--- config.mk ---
export PLATFORM = sky130hd
export DESIGN_NAME = rs485_txn_ctrl
export DESIGN_NICKNAME = d
export VERILOG_FILES = /design/src/rtl/rs485_txn_pkg.sv /design/src/rtl/rs485_txn_buf.sv /design/src/rtl/rs485_txn_ctrl.sv
export SDC_FILE = /design/constraint.sdc
export NUM_CORES = 1
export LEC_CHECK = 0
export ABC_AREA = 1
export CORE_UTILIZATION = 50
export DETAILED_ROUTE_END_ITERATION = 12
export PLACE_DENSITY = 0.79
export SLEW_MARGIN = 20
export SYNTH_ARGS = -nofsm -noshare
export SYNTH_HDL_FRONTEND = slang
export SYNTH_SLANG_ARGS = --single-unit
--- constraint.sdc ---
create_clock -name p_in_clk -period 3.19 [get_ports p_in_clk]
set_input_delay 0.638 -clock p_in_clk [delete_from_list [all_inputs] [get_ports p_in_clk]]
set_output_delay 0.638 -clock p_in_clk [all_outputs]
set_load 0.005 [all_outputs]
--- src/rtl/rs485_txn_pkg.sv ---
// ---------------------------------------------------------------------------
// rs485_txn_pkg
// Shared definitions for the RS-485 transaction controller:
//   - FSM state encoding
//   - transaction result codes
//   - link status codes reported by the byte link
//   - payload buffer geometry
//   - small helpers for length clamping and result selection
// ---------------------------------------------------------------------------
package rs485_txn_pkg;

    localparam int LP_BUF_DEPTH = 16;
    localparam int LP_BUF_ADR_W = 4;
    localparam int LP_BYTE_W    = 8;

    typedef enum logic [2:0] {
        S_IDLE     = 3'd0,
        S_TX       = 3'd1,
        S_WAIT_ARM = 3'd2,
        S_WAIT_RSP = 3'd3,
        S_DONE     = 3'd4
    } state_t;

    typedef enum logic [2:0] {
        RES_OK     = 3'd0,
        RES_PARITY = 3'd1,
        RES_ADR    = 3'd2,
        RES_CMD    = 3'd3,
        RES_TMO    = 3'd4,
        RES_OVF    = 3'd5,
        RES_SHORT  = 3'd6
    } result_t;

    localparam logic [2:0] LS_BUSY    = 3'd0;
    localparam logic [2:0] LS_RX_OK   = 3'd1;
    localparam logic [2:0] LS_RX_PERR = 3'd2;

    // Payload length limited to the buffer depth.
    function automatic logic [4:0] clamp_len(input logic [4:0] len,
                                             input logic [4:0] max_len);
        return (len > max_len) ? max_len : len;
    endfunction

    // Final result when the link ends a response. A parity error from the
    // link outranks anything seen in the bytes; a sticky byte error outranks
    // a short response.
    function automatic logic [2:0] resolve_result(input logic [2:0] status,
                                                  input logic [2:0] err,
                                                  input logic [1:0] hdr_cnt);
        logic [2:0] res;
        if (status == LS_RX_PERR)
            res = RES_PARITY;
        else if (err != RES_OK)
            res = err;
        else if (hdr_cnt < 2'd2)
            res = RES_SHORT;
        else
            res = RES_OK;
        return res;
    endfunction

endpackage

--- src/rtl/rs485_txn_buf.sv ---
// ---------------------------------------------------------------------------
// rs485_txn_buf
// 16 x 8 simple dual-port RAM: one synchronous write port, one read port
// with registered output (data valid one clock after the read address).
// Contents are not reset.
//
// Ports:
//   p_in_clk   clock
//   i_wr       write enable
//   i_wadr     write address
//   i_wd       write data
//   i_radr     read address
//   o_rd       registered read data
// ---------------------------------------------------------------------------
module rs485_txn_buf
    import rs485_txn_pkg::*;
(
    input  logic                    p_in_clk,
    input  logic                    i_wr,
    input  logic [LP_BUF_ADR_W-1:0] i_wadr,
    input  logic [LP_BYTE_W-1:0]    i_wd,
    input  logic [LP_BUF_ADR_W-1:0] i_radr,
    output logic [LP_BYTE_W-1:0]    o_rd
);

    logic [LP_BYTE_W-1:0] r_mem [LP_BUF_DEPTH];

    always_ff @(posedge p_in_clk) begin
        if (i_wr)
            r_mem[i_wadr] <= i_wd;
        o_rd <= r_mem[i_radr];
    end

endmodule

--- src/rtl/rs485_txn_ctrl.sv ---
// ---------------------------------------------------------------------------
// rs485_txn_ctrl
// Host-side RS-485 request/response sequencer. A start pulse sends
// address, command and up to 16 payload bytes to the byte link, then
// collects and checks the response, storing its payload in the RX buffer.
//
// Optional feature macro: RS485_TXN_TMO_EN
//   defined   - response timeout counter, result 4 on expiry
//   undefined - no counter, block waits for the link indefinitely
//
// Ports:
//   p_in_clk, p_in_rst_n           clock, synchronous active-low reset
//   p_in_start                     start pulse (ignored while busy)
//   p_in_dev_adr/cmd/tx_len        transaction header and payload length
//   p_in_txbuf_wr/adr/d            host write port of the TX buffer
//   p_out_txd_rdy, p_out_txd       byte offered to the link
//   p_in_txd_rd                    link consumed p_out_txd
//   p_in_rxd, p_in_rxd_wr          received byte and strobe
//   p_in_link_status               0 busy, 1 RX OK, 2 RX parity error
//   p_in_rxbuf_adr, p_out_rxbuf_d  host read port of the RX buffer
//   p_out_rx_len                   payload bytes stored
//   p_out_busy, p_out_done         transaction status
//   p_out_result                   result code, held until next start
//
// state      | meaning
// -----------+---------------------------------------------------------
// S_IDLE     | waiting for start
// S_TX       | offering adr, cmd, payload to the link
// S_WAIT_ARM | waiting for link status 0 (drops last transaction's status)
// S_WAIT_RSP | collecting response bytes until link status is nonzero
// S_DONE     | one-cycle done pulse
// ---------------------------------------------------------------------------
module rs485_txn_ctrl
    import rs485_txn_pkg::*;
#(
    parameter int G_BUF_DEPTH  = LP_BUF_DEPTH,
    parameter int G_TMO_CYCLES = 1280000
)
(
    input  logic        p_in_clk,
    input  logic        p_in_rst_n,
    input  logic        p_in_start,
    input  logic [7:0]  p_in_dev_adr,
    input  logic [7:0]  p_in_dev_cmd,
    input  logic [4:0]  p_in_tx_len,
    input  logic        p_in_txbuf_wr,
    input  logic [3:0]  p_in_txbuf_adr,
    input  logic [7:0]  p_in_txbuf_d,
    output logic        p_out_txd_rdy,
    output logic [7:0]  p_out_txd,
    input  logic        p_in_txd_rd,
    input  logic [7:0]  p_in_rxd,
    input  logic        p_in_rxd_wr,
    input  logic [2:0]  p_in_link_status,
    input  logic [3:0]  p_in_rxbuf_adr,
    output logic [7:0]  p_out_rxbuf_d,
    output logic [4:0]  p_out_rx_len,
    output logic        p_out_busy,
    output logic        p_out_done,
    output logic [2:0]  p_out_result
);

    // Buffers are 16 deep; G_BUF_DEPTH may only lower the usable depth.
    localparam logic [4:0] LP_DEPTH = 5'(G_BUF_DEPTH);

    state_t      r_state;
    state_t      w_state_nxt;

    logic [7:0]  r_adr;
    logic [7:0]  r_cmd;
    logic [4:0]  r_len;
    logic [4:0]  r_tx_idx;
    logic [4:0]  w_tx_idx_nxt;
    logic [2:0]  r_err;
    logic [2:0]  w_err_nxt;
    logic [1:0]  r_hdr;
    logic [1:0]  w_hdr_nxt;
    logic [4:0]  r_rx_len;
    logic [4:0]  w_rx_len_nxt;
    logic [2:0]  r_result;
    logic [2:0]  w_result_nxt;

    logic        w_latch;
    logic        w_rx_take;
    logic        w_rxbuf_we;
    logic        w_tmo_hit;
    logic        w_txd_rdy;
    logic        w_busy;
    logic        w_done;

    logic [3:0]  w_tx_radr;
    logic [7:0]  w_tx_rdata;

    // -----------------------------------------------------------------------
    // Payload buffers
    // -----------------------------------------------------------------------
    // The TX read address follows the next byte index so that, with the
    // registered read, the payload byte is ready the cycle after a link rd.
    // Payload byte k sits at index k+2; wrap in 4 bits gives idx-2.
    assign w_tx_radr = w_tx_idx_nxt[3:0] - 4'd2;

    rs485_txn_buf u_txbuf (
        .p_in_clk (p_in_clk),
        .i_wr     (p_in_txbuf_wr),
        .i_wadr   (p_in_txbuf_adr),
        .i_wd     (p_in_txbuf_d),
        .i_radr   (w_tx_radr),
        .o_rd     (w_tx_rdata)
    );

    rs485_txn_buf u_rxbuf (
        .p_in_clk (p_in_clk),
        .i_wr     (w_rxbuf_we),
        .i_wadr   (r_rx_len[3:0]),
        .i_wd     (p_in_rxd),
        .i_radr   (p_in_rxbuf_adr),
        .o_rd     (p_out_rxbuf_d)
    );

    // -----------------------------------------------------------------------
    // Optional response timeout
    // -----------------------------------------------------------------------
`ifdef RS485_TXN_TMO_EN
    localparam int LP_TMO_W = (G_TMO_CYCLES > 2) ? $clog2(G_TMO_CYCLES) : 1;
    localparam logic [LP_TMO_W-1:0] LP_TMO_LAST = LP_TMO_W'(G_TMO_CYCLES - 1);

    logic [LP_TMO_W-1:0] r_tmo_cnt;

    always_ff @(posedge p_in_clk) begin
        if (!p_in_rst_n)
            r_tmo_cnt <= '0;
        else if ((r_state == S_WAIT_ARM || r_state == S_WAIT_RSP) && !p_in_rxd_wr)
            r_tmo_cnt <= r_tmo_cnt + LP_TMO_W'(1);
        else
            r_tmo_cnt <= '0;
    end

    // A byte arriving on the terminal cycle restarts the wait.
    assign w_tmo_hit = (r_tmo_cnt == LP_TMO_LAST) && !p_in_rxd_wr;
`else
    assign w_tmo_hit = 1'b0;
`endif

    // -----------------------------------------------------------------------
    // Response byte bookkeeping
    // -----------------------------------------------------------------------
    assign w_rx_take = (r_state == S_WAIT_RSP) && p_in_rxd_wr;

    always_comb begin
        w_hdr_nxt    = r_hdr;
        w_err_nxt    = r_err;
        w_rx_len_nxt = r_rx_len;
        w_rxbuf_we   = 1'b0;
        if (w_rx_take) begin
            if (r_hdr == 2'd0) begin
                w_hdr_nxt = 2'd1;
                if (p_in_rxd != r_adr && r_err == RES_OK)
                    w_err_nxt = RES_ADR;
            end else if (r_hdr == 2'd1) begin
                w_hdr_nxt = 2'd2;
                if (p_in_rxd != r_cmd && r_err == RES_OK)
                    w_err_nxt = RES_CMD;
            end else if (r_rx_len < LP_DEPTH) begin
                w_rxbuf_we   = 1'b1;
                w_rx_len_nxt = r_rx_len + 5'd1;
            end else if (r_err == RES_OK) begin
                w_err_nxt = RES_OVF;
            end
        end
    end

    // -----------------------------------------------------------------------
    // FSM
    // -----------------------------------------------------------------------
    always_comb begin
        w_state_nxt  = r_state;
        w_tx_idx_nxt = r_tx_idx;
        w_result_nxt = r_result;
        w_latch      = 1'b0;
        w_txd_rdy    = 1'b0;
        w_busy       = 1'b0;
        w_done       = 1'b0;
        case (r_state)
            S_IDLE: begin
                if (p_in_start) begin
                    w_latch      = 1'b1;
                    w_tx_idx_nxt = 5'd0;
                    w_result_nxt = RES_OK;
                    w_state_nxt  = S_TX;
                end
            end
            S_TX: begin
                w_txd_rdy = 1'b1;
                w_busy    = 1'b1;
                if (p_in_txd_rd) begin
                    if (r_tx_idx == r_len + 5'd1)
                        w_state_nxt = S_WAIT_ARM;
                    else
                        w_tx_idx_nxt = r_tx_idx + 5'd1;
                end
            end
            S_WAIT_ARM: begin
                w_busy = 1'b1;
                if (p_in_link_status == LS_BUSY) begin
                    w_state_nxt = S_WAIT_RSP;
                end else if (w_tmo_hit) begin
                    w_result_nxt = RES_TMO;
                    w_state_nxt  = S_DONE;
                end
            end
            S_WAIT_RSP: begin
                w_busy = 1'b1;
                // Uses the post-byte error/count so a same-cycle byte is counted.
                if (p_in_link_status != LS_BUSY) begin
                    w_result_nxt = resolve_result(p_in_link_status, w_err_nxt, w_hdr_nxt);
                    w_state_nxt  = S_DONE;
                end else if (w_tmo_hit) begin
                    w_result_nxt = RES_TMO;
                    w_state_nxt  = S_DONE;
                end
            end
            S_DONE: begin
                w_done      = 1'b1;
                w_state_nxt = S_IDLE;
            end
            default: begin
                w_state_nxt = S_IDLE;
            end
        endcase
    end

    always_ff @(posedge p_in_clk) begin
        if (!p_in_rst_n) begin
            r_state  <= S_IDLE;
            r_adr    <= '0;
            r_cmd    <= '0;
            r_len    <= '0;
            r_tx_idx <= '0;
            r_err    <= RES_OK;
            r_hdr    <= '0;
            r_rx_len <= '0;
            r_result <= RES_OK;
        end else begin
            r_state  <= w_state_nxt;
            r_tx_idx <= w_tx_idx_nxt;
            r_result <= w_result_nxt;
            if (w_latch) begin
                r_adr    <= p_in_dev_adr;
                r_cmd    <= p_in_dev_cmd;
                r_len    <= clamp_len(p_in_tx_len, LP_DEPTH);
                r_err    <= RES_OK;
                r_hdr    <= '0;
                r_rx_len <= '0;
            end else begin
                r_err    <= w_err_nxt;
                r_hdr    <= w_hdr_nxt;
                r_rx_len <= w_rx_len_nxt;
            end
        end
    end

    // -----------------------------------------------------------------------
    // Outputs
    // -----------------------------------------------------------------------
    always_comb begin
        p_out_txd = 8'h00;
        if (r_state == S_TX) begin
            if (r_tx_idx == 5'd0)
                p_out_txd = r_adr;
            else if (r_tx_idx == 5'd1)
                p_out_txd = r_cmd;
            else
                p_out_txd = w_tx_rdata;
        end
    end

    assign p_out_txd_rdy = w_txd_rdy;
    assign p_out_busy    = w_busy;
    assign p_out_done    = w_done;
    assign p_out_result  = r_result;
    assign p_out_rx_len  = r_rx_len;

endmodule

==> results of run 1 <==
-- logic make-up after synthesis --
group / share of synthesized area (%)
adder cells (fa/ha/maj): 0.820
flip-flops: 64.4
buffers and inverters: 7.67
AO/OA/AOI/OAI: 8.22
multiplexers: 2.33
XOR/XNOR: 0.383
AND/OR/NAND/NOR: 16.2
-- per-stage QoR --
step / cells / total power [mW] / util, % / setup WS, ns / hold slack (ns)
global placement: 1717 / 6.72 / 56.0 / 0.384 / 0.464
finish: 1779 / 10.6 / 60.2 / 0.0677 / 0.469
CTS: 1778 / 10.6 / 60.1 / 0.0369 / 0.476
floorplan: 1306 / 6.11 / - / 0.458 / 0.444
global route: 1779 / 11.0 / 60.2 / 0.00193 / 0.493
detailed placement: 1717 / 6.77 / 56.0 / 0.304 / 0.467
-- layout by cell type (no fill, tap or decap), types with 3 or more instances in the layout --
cell	n
edfxtp_1	256
nand2_1	212
inv_1	178
nand3_1	176
o21ai_0	79
clkdlybuf4s50_1	79
a21oi_1	61
dfxtp_1	58
nor2_1	56
buf_4	50
o211ai_1	40
clkbuf_16	35
mux2i_1	32
nand3b_1	17
nor3_1	10
ha_1	9
clkbuf_1	9
inv_2	7
clkinv_1	6
nand4_1	6
clkinv_2	6
a31oi_1	5
xnor2_1	5
nand2_2	4
o22ai_1	4
buf_12	4
or2_2	3
bufinv_16	3
-- worst max-delay path, cell delays in order (launching register included) --
cell and delay (ns):
dfxtp_1 0.35, buf_4 0.16, inv_2 0.06, ha_1 0.21
nand3_2 0.14, clkinvlp_4 0.19, nand2_1 0.13, o211ai_1 0.14
inv_1 0.08, clkdlybuf4s50_1 0.49
-- cell type report --
cell class / instances / area (um2) / share of cell area, %
Sequential cell: 314 / 8850 / 54.6
Multi-Input combinational cell: 740 / 3870 / 23.9
Timing Repair Buffer: 133 / 1250 / 7.69
Clock buffer: 46 / 937 / 5.78
Inverter: 189 / 713 / 4.40
Tap cell: 341 / 427 / 2.63
Clock inverter: 15 / 169 / 1.04
Timing Repair inverter: 1 / 7.51 / 0.0463
-- registers in the layout, summed over array words and instances, names as in the netlist --
signal / count
p_out_rx_len: 5
r_state: 3
p_out_result: 3
r_len: 5
r_err: 3
r_tx_idx: 5
r_adr: 8
r_hdr: 2
u_txbuf.o_rd: 8
u_rxbuf.o_rd: 8
r_cmd: 8
u_rxbuf.r_mem: 128
u_txbuf.r_mem: 128
-- where the power goes --
part	internal (mW)	switching, mW
combinational	0.665	1.34
sequential	4.62	0.108
clock	2.32	1.56
total	7.61	3.01
-- how the worst max path moves through the flow --
stage,endpoint,slack (ns),depth (start not counted)
after floorplan,u_txbuf.o_rd[5],0.46,20
after global placement,u_txbuf.o_rd[0],0.38,10
after detailed placement,u_txbuf.o_rd[7],0.30,10
after CTS,p_out_txd[1],0.04,9
after global routing,p_out_txd[2],0.002,9
final,p_out_txd[1],0.07,9
-- what timing repair did --
action,in CTS,in global routing
buffers inserted,0,0
hold endpoints to repair,0,0
resized for setup,2,5
gates cloned,0,1
setup endpoints to repair,3,8
hold buffers,0,0
pin swaps,0,1
-- routing by layer --
metal  GRT usage [%]  up-vias
met4            8.74        0
met5               0        -
li1                -     4710
met2            39.4      380
met3            3.36       71
met1            30.7     4658
==> run metrics, run 1 <==
clk slew on worst S/H paths=0.06 ns; mapped cell area=~14000 um2; worst slew pin tran=~0.80 ns; die area=28100 um2; initial antenna violation count=0; net count after synthesis=1369; number of buffers added on ports=80; Post-Route WL=32600 um; RR Startpoint=r_len[0]; CTS tree=built; number of global-route vias before repair=9348; global-route wire length before repair=approximately 51000 um; DRT Pass-1 Iters=5; Crit Reg-Reg Endpoint=u_txbuf.o_rd[7]; Yosys cell types=40; clk buf depth=3; CP Capture Type=output pin; final setup fails=0; asr flop ratio synth=0%; hold wc startpoint=p_out_result[2]; Worst Path Arrival=between 2 and 2.5 ns; path depth of the worst reg2reg path=17; clock skew=0.0147 ns; overall routing resource usage=23.4%; status=finished clean; P&R area growth vs syn=18.1%; Setup TNS=0 ns; metal2 WL=around 16000 um; largest net degree at the start of global routing=66; EDFF count, synth=approximately 260; DRT met1 WL=between 10000 and 15000 um; max-cap check violation count=0; WL/cell=18.3 um; post-synth top area share=between 50% and 60%; hold-critical path depth=2; Core Footprint=approximately 27000 um2; Ports=81; DR vias/cell=5.52; predominant post-synthesis flop cell=edfxtp_1; Pwr Density=~650 nW/um2; static leakage=between 6 and 7 nW; register bit total from synthesis=roughly 310; Hold WC Path Type=flip-flop to flip-flop; grt ovf=0; fmax=around 320 MHz; Slew HR=around 46%; initial core utilization=between 50% and 60%; r2r setup slk=between 0.4 and 0.5 ns; Seq/Total Area, Yosys=64.4%; placed cell areas=15100 um2; syn_area_per_cell=~11 um2; layout cells sized above 1=slightly below 9%; DIE HEIGHT=approximately 170 um; 1st-iter DRT viols=~970; Max H-tree Level=2; Req. time, crit path=~2.6 ns; Total Nets Final=between 1000 and 1500; Synth warnings=0; DR WL met3=2050 um; Synth top cells by count=256 x edfxtp_1, 214 x nand2_1, 179 x inv_1; critical path class=flip-flop to output pin; antenna fix cells=0; CP Max Fanout=8; crit path launch type=flip-flop; Top Layer Used=met4; DRC=0; clock latency on the worst-skew pair=0.52 ns; # fillers=~2100; die extent in x=between 150 and 200 um; fin crit period=roughly 3.1 ns; worst vdd ir=around 0.00040 V; vias=9819; GP Congestion=just under 0.9; Final Cell Area=16200 um2; unrepaired setup endpoints after global routing=false; final hold vios=0; Post-DP HPWL=21500 um; # rows=60; Max Transition Viols Final=0; Synth area leaders=edfxtp_1 56%, dfxtp_1 8.5%, nand3_1 6.5%; Cells after Synth=roughly 1300; CTS Buf Count=34; ANT nets after route=0; root buffer cell=clkbuf_16; Worst Hold Path EP=p_out_result[2]; Final Cycle Share=between 90% and 100%; Synth area leader=edfxtp_1; CP Launch Point=r_tx_idx[0]; most common cell in the netlist=edfxtp_1; CTS Sinks=314
Power figures use the tool's default switching activity.
==> inputs of run 2 (changes only) <==
--- a/config.mk
+++ b/config.mk
@@ -8,6 +8,7 @@
 export ABC_AREA = 1
 export CORE_UTILIZATION = 50
 export DETAILED_ROUTE_END_ITERATION = 12
+export GPL_ROUTABILITY_DRIVEN = 0
 export PLACE_DENSITY = 0.79
 export SLEW_MARGIN = 20
 export SYNTH_ARGS = -nofsm -noshare
==> run metrics, run 2 (synthesis gave the netlist of run 1 again) <==
WL/cell=about 18 um; antenna fix cells=0; Place WS=between 0.2 and 0.3 ns; die extent in x=around 170 um; vias=between 9000 and 10000; initial core utilization=between 50% and 60%; # rows=60; clock latency on the worst-skew pair=a little under 0.6 ns; crit path launch type=flip-flop; Ports=81; CP Max Fanout=8; overall routing resource usage=about 23%; Core Footprint=around 27000 um2; ANT nets after route=0; status=finished clean; CP peak stage delay=around 0.5 ns; 1st-iter DRT viols=slightly above 1000; Slew HR=37.0%; static leakage=6.38 nW; critical path class=flip-flop to output pin; clock skew=0.0250 ns; Pwr Total=approximately 10 mW; Req. time, crit path=roughly 2.6 ns; largest net degree at the start of global routing=between 60 and 70; root buffer cell=clkbuf_16; delay-heaviest family, CP=buffers and inverters; Pwr Density=roughly 630 nW/um2; fin crit period=3.12 ns; worst slew pin tran=0.941 ns; CTS Sinks=314; Psw=2.93 mW; worst-path cell chain=inv_2, ha_1, nand3_1, clkinvlp_4, buf_4, nand2_1, o211ai_1, inv_1, clkdlybuf4s50_1; # fillers=roughly 2100; layout cells sized above 1=between 8 and 9%; Max Transition Viols Final=0; registers with the most flip-flops=u_rxbuf.r_mem (128), u_txbuf.r_mem (128); initial antenna violation count=0; Internal Power=between 7 and 8 mW; Switching Fraction=~29%; Worst Path Arrival=2.48 ns; die area=approximately 28000 um2; CTS Buf Count=31; commonest cells after routing, fill and taps aside=256 x edfxtp_1, 212 x nand2_1, 178 x inv_1; sequential share of power=47.3%; final worst setup slack=roughly 0.073 ns; grt ovf=0; final hold vios=0; number of global-route vias before repair=around 9500; DIE HEIGHT=roughly 170 um; DRC=0; Logic pwr share=19.5%; Setup TNS=0 ns; DR vias/cell=5.58; Max H-tree Level=1; Post-DP HPWL=between 20000 and 25000 um; number of buffers added on ports=80; Clock power frac=33.3%; max-cap check violation count=0; clk buf depth=3; CTS tree=built; Final Cycle Share=97.7%; P&R area growth vs syn=16.4%; worst vdd ir=around 0.00044 V; commonest non-fill, non-tap cell in the layout=edfxtp_1; Post-Route WL=about 33000 um; clk slew on worst S/H paths=approximately 0.060 ns; CP Capture Type=output pin; global-route wire length before repair=~50000 um; Hold WC Path Type=flip-flop to flip-flop; CTS Hold Bufs=0; Buf+Inv Stages, Crit Path=5; final setup fails=0; Total Nets Final=~1500; Worst path slowest cell=clkdlybuf4s50_1; fmax=around 320 MHz; DRT Pass-1 Iters=6
==> run 2: tightest hold or removal path, stage by stage (launching register included) <==
cell     delay, ns
dfxtp_1       0.31
nand2_1       0.06
a21oi_1       0.06
==> run 2: final timing paths <==
| check | from | endpoint | slack (ns) | cells past startpoint |
|---|---|---|---|---|
| hold / removal | p_out_result[1] | p_out_result[1] | 0.48 | 2 |
| setup reg to reg | r_len[0] | u_txbuf.o_rd[0] | 0.34 | 17 |
| setup / recovery | r_tx_idx[0] | p_out_txd[7] | 0.07 | 9 |
| hold reg to reg | p_out_result[1] | p_out_result[1] | 0.48 | 2 |
==> run 2: routing by layer <==
| layer | GRT usage (%) | part of all wire (%) | up-vias |
|---|---|---|---|
| li1 | - | - | 4696 |
| met1 | 30.5 | 40 | 4677 |
| met2 | 38.4 | 48 | 433 |
| met3 | 3.19 | 7.3 | 96 |
| met4 | 9.97 | 4.1 | 0 |
| met5 | 0 | 0 | - |
==> run 2: power groups by stage <==
stage               Sequential [mW]  Combinational [mW]  Clock (mW)
floorplan                      4.77                1.34           0
global placement               4.82                1.85           0
detailed placement             4.82                1.90           0
CTS                            4.74                1.91        3.35
global route                   4.75                2.15        3.51
finish                         4.74                1.95        3.34
==> run 2: what timing repair did <==
item | in CTS | in global routing
buffers inserted | 0 | 2
endpoints found under the setup margin | 8 | 8
endpoints found under the hold margin | 0 | 0
resized for setup | 1 | 3
==> run 2: final cells by class <==
class | count | area [um2] | area share (%)
inverter | 189 | 713 | 4.46
timing repair buffer | 134 | 1220 | 7.61
clock buffer | 42 | 837 | 5.23
multi-input combinational | 740 | 3860 | 24.2
clock inverter | 16 | 86.3 | 0.540
sequential | 314 | 8850 | 55.3
tap | 341 | 427 | 2.67
==> run 2: metrics by stage <==
step / hold slack (ns) / util, % / instance area (um2) / instances
after detailed placement: 0.466 / 55.8 / 15000 / 1716
final: 0.477 / 59.3 / 16000 / 1776
after CTS: 0.476 / 59.2 / 16000 / 1774
after global routing: 0.508 / 59.3 / 16000 / 1776
after global placement: 0.459 / 55.8 / 15000 / 1716
after floorplan: 0.444 / - / 13700 / 1306
==> inputs of run 3 (changes only) <==
--- a/config.mk
+++ b/config.mk
@@ -6,10 +6,10 @@
 export NUM_CORES = 1
 export LEC_CHECK = 0
 export ABC_AREA = 1
-export CORE_UTILIZATION = 50
+export CORE_UTILIZATION = 40
 export DETAILED_ROUTE_END_ITERATION = 12
 export GPL_ROUTABILITY_DRIVEN = 0
-export PLACE_DENSITY = 0.79
+export PLACE_DENSITY = 0.67
 export SLEW_MARGIN = 20
 export SYNTH_ARGS = -nofsm -noshare
 export SYNTH_HDL_FRONTEND = slang
==> constraint.sdc (replaced) <==
create_clock -name p_in_clk -period 3.6 [get_ports p_in_clk]
set_input_delay 0.72 -clock p_in_clk [delete_from_list [all_inputs] [get_ports p_in_clk]]
set_output_delay 0.72 -clock p_in_clk [all_outputs]
set_load 0.005 [all_outputs]
==> run metrics, run 3 (synthesis gave the netlist of run 1 again) <==
status=finished clean; antenna fix cells=0; DRT Pass-1 Iters=5; clock skew=between 0.01 and 0.015 ns; critical path class=flip-flop to output pin; commonest non-fill, non-tap cell in the layout=edfxtp_1; Worst Path Arrival=about 2.6 ns; WL/cell=about 18 um; Min Hold Slack=between 0.4 and 0.5 ns; clock latency on the worst-skew pair=between 0.5 and 0.6 ns; Internal Power=around 6.6 mW; commonest cells after routing, fill and taps aside=256 x edfxtp_1, 212 x nand2_1, 179 x inv_1; DR vias/cell=between 5 and 6; crit path launch type=flip-flop; Total Nets Final=1460; final hold vios=0; # rows=67; Setup TNS=0 ns; Clock power frac=about 36%; 1st-iter DRT viols=about 860; Ports=81; overall routing resource usage=between 10% and 20%; CTS Buf Count=31; largest net degree at the start of global routing=66; Post-CTS Resized=0; sequential share of power=~46%; Slew HR=a little under two fifths; clk buf depth=3; Post-Route WL=~33000 um; Final Cycle Share=93.3%; Logic pwr share=approximately 18%; Max Transition Viols Final=0; worst vdd ir=between 0.0004 and 0.0005 V; number of buffers added on ports=80; ANT nets after route=0; layout cells sized above 1=roughly 7.6%; CTS tree=built; die area=between 30000 and 40000 um2; Core Footprint=between 30000 and 40000 um2; Hold WC Path Type=flip-flop to flip-flop; grt ovf=0; fmax=around 300 MHz; DP Cell Count=~1800; Layout Cells excl Fill=about 1900; root buffer cell=clkbuf_16; CTS Sinks=314; vias=9695; CP Capture Type=output pin; registers with the most flip-flops=u_rxbuf.r_mem (128), u_txbuf.r_mem (128); # fillers=around 3000; initial antenna violation count=0; CP Max Fanout=16; die extent in x=between 150 and 200 um; Switching Fraction=28.2%; Max H-tree Level=1; number of setup buffers added after CTS=0; static leakage=roughly 6.4 nW; global-route wire length before repair=51900 um; final setup fails=0; DRC=0; initial core utilization=40.8%; CTS Hold Bufs=0; Pwr Density=approximately 570 nW/um2; unrepaired setup endpoints after global routing=false; max-cap check violation count=0; Post-DP HPWL=~22000 um; fin crit period=3.36 ns; Psw=roughly 2.6 mW; number of global-route vias before repair=9275; DIE HEIGHT=about 190 um; Pwr Total=9.16 mW; clk slew on worst S/H paths=0.06 ns; Req. time, crit path=between 2 and 3 ns; worst slew pin tran=about 0.9 ns; P&R area growth vs syn=17.7%
-- run 3: changes by cell type in the layout (fill, tap and decap cells not counted), moves of 2 or more --
| cell | change |
|---|---|
| buf_4 | -16 |
| clkbuf_8 | +7 |
| clkinv_2 | -7 |
| buf_12 | +3 |
| clkinv_1 | -3 |
| bufinv_16 | +2 |
-- run 3: per-stage QoR --
step | utilization, % | instance area, um2 | setup WS, ns
global placement | 44.9 | 15100 | 0.719
detailed placement | 44.9 | 15100 | 0.598
floorplan | - | 13700 | 0.868
CTS | 48.0 | 16200 | 0.247
finish | 48.0 | 16200 | 0.243
global route | 48.0 | 16200 | 0.0562
-- run 3: cell type report --
| cell class | instances | area, um2 | share of cell area (%) |
|---|---|---|---|
| clock inverter | 10 | 115 | 0.712 |
| sequential | 314 | 8850 | 54.7 |
| clock buffer | 48 | 930 | 5.75 |
| tap | 448 | 561 | 3.47 |
| timing repair buffer | 121 | 1160 | 7.15 |
| inverter | 189 | 709 | 4.39 |
| multi-input combinational | 740 | 3850 | 23.8 |
-- run 3: critical path, stage by stage, from the launching register on --
cell and delay, ns:
dfxtp_1 0.46, ha_1 0.19, nand3_1 0.33, nand2_1 0.18, o21ai_0 0.10, o211ai_1 0.27, inv_1 0.07, clkdlybuf4s50_1 0.44
-- run 3: metal layers --
metal | up-vias | GRT usage [%] | share of wire [%] | wire length [um]
li1 | 4673 | - | - | -
met1 | 4647 | 25.6 | 44 | 14600
met2 | 310 | 31.0 | 48 | 15900
met3 | 65 | 2.74 | 5.7 | 1900
met4 | 0 | 5.96 | 2.9 | 956
met5 | - | 0 | 0 | 0
-- run 3: worst paths after layout --
kind	slack (ns)	depth (start not counted)	endpoint	start
worst min register to register	0.47	2	p_out_result[0]	p_out_result[0]
worst max-delay path	0.24	7	p_out_txd[3]	r_tx_idx[0]
worst min-delay path	0.47	2	p_out_result[0]	p_out_result[0]
worst max register to register	0.82	17	u_txbuf.o_rd[7]	r_len[0]
-- run 3: power groups by stage --
stage / Sequential [mW] / Combinational, mW / Clock (mW)
floorplan: 4.23 / 1.19 / 0
global placement: 4.26 / 1.65 / 0
detailed placement: 4.27 / 1.67 / 0
CTS: 4.19 / 1.68 / 3.31
global route: 4.20 / 1.87 / 3.45
finish: 4.19 / 1.69 / 3.28
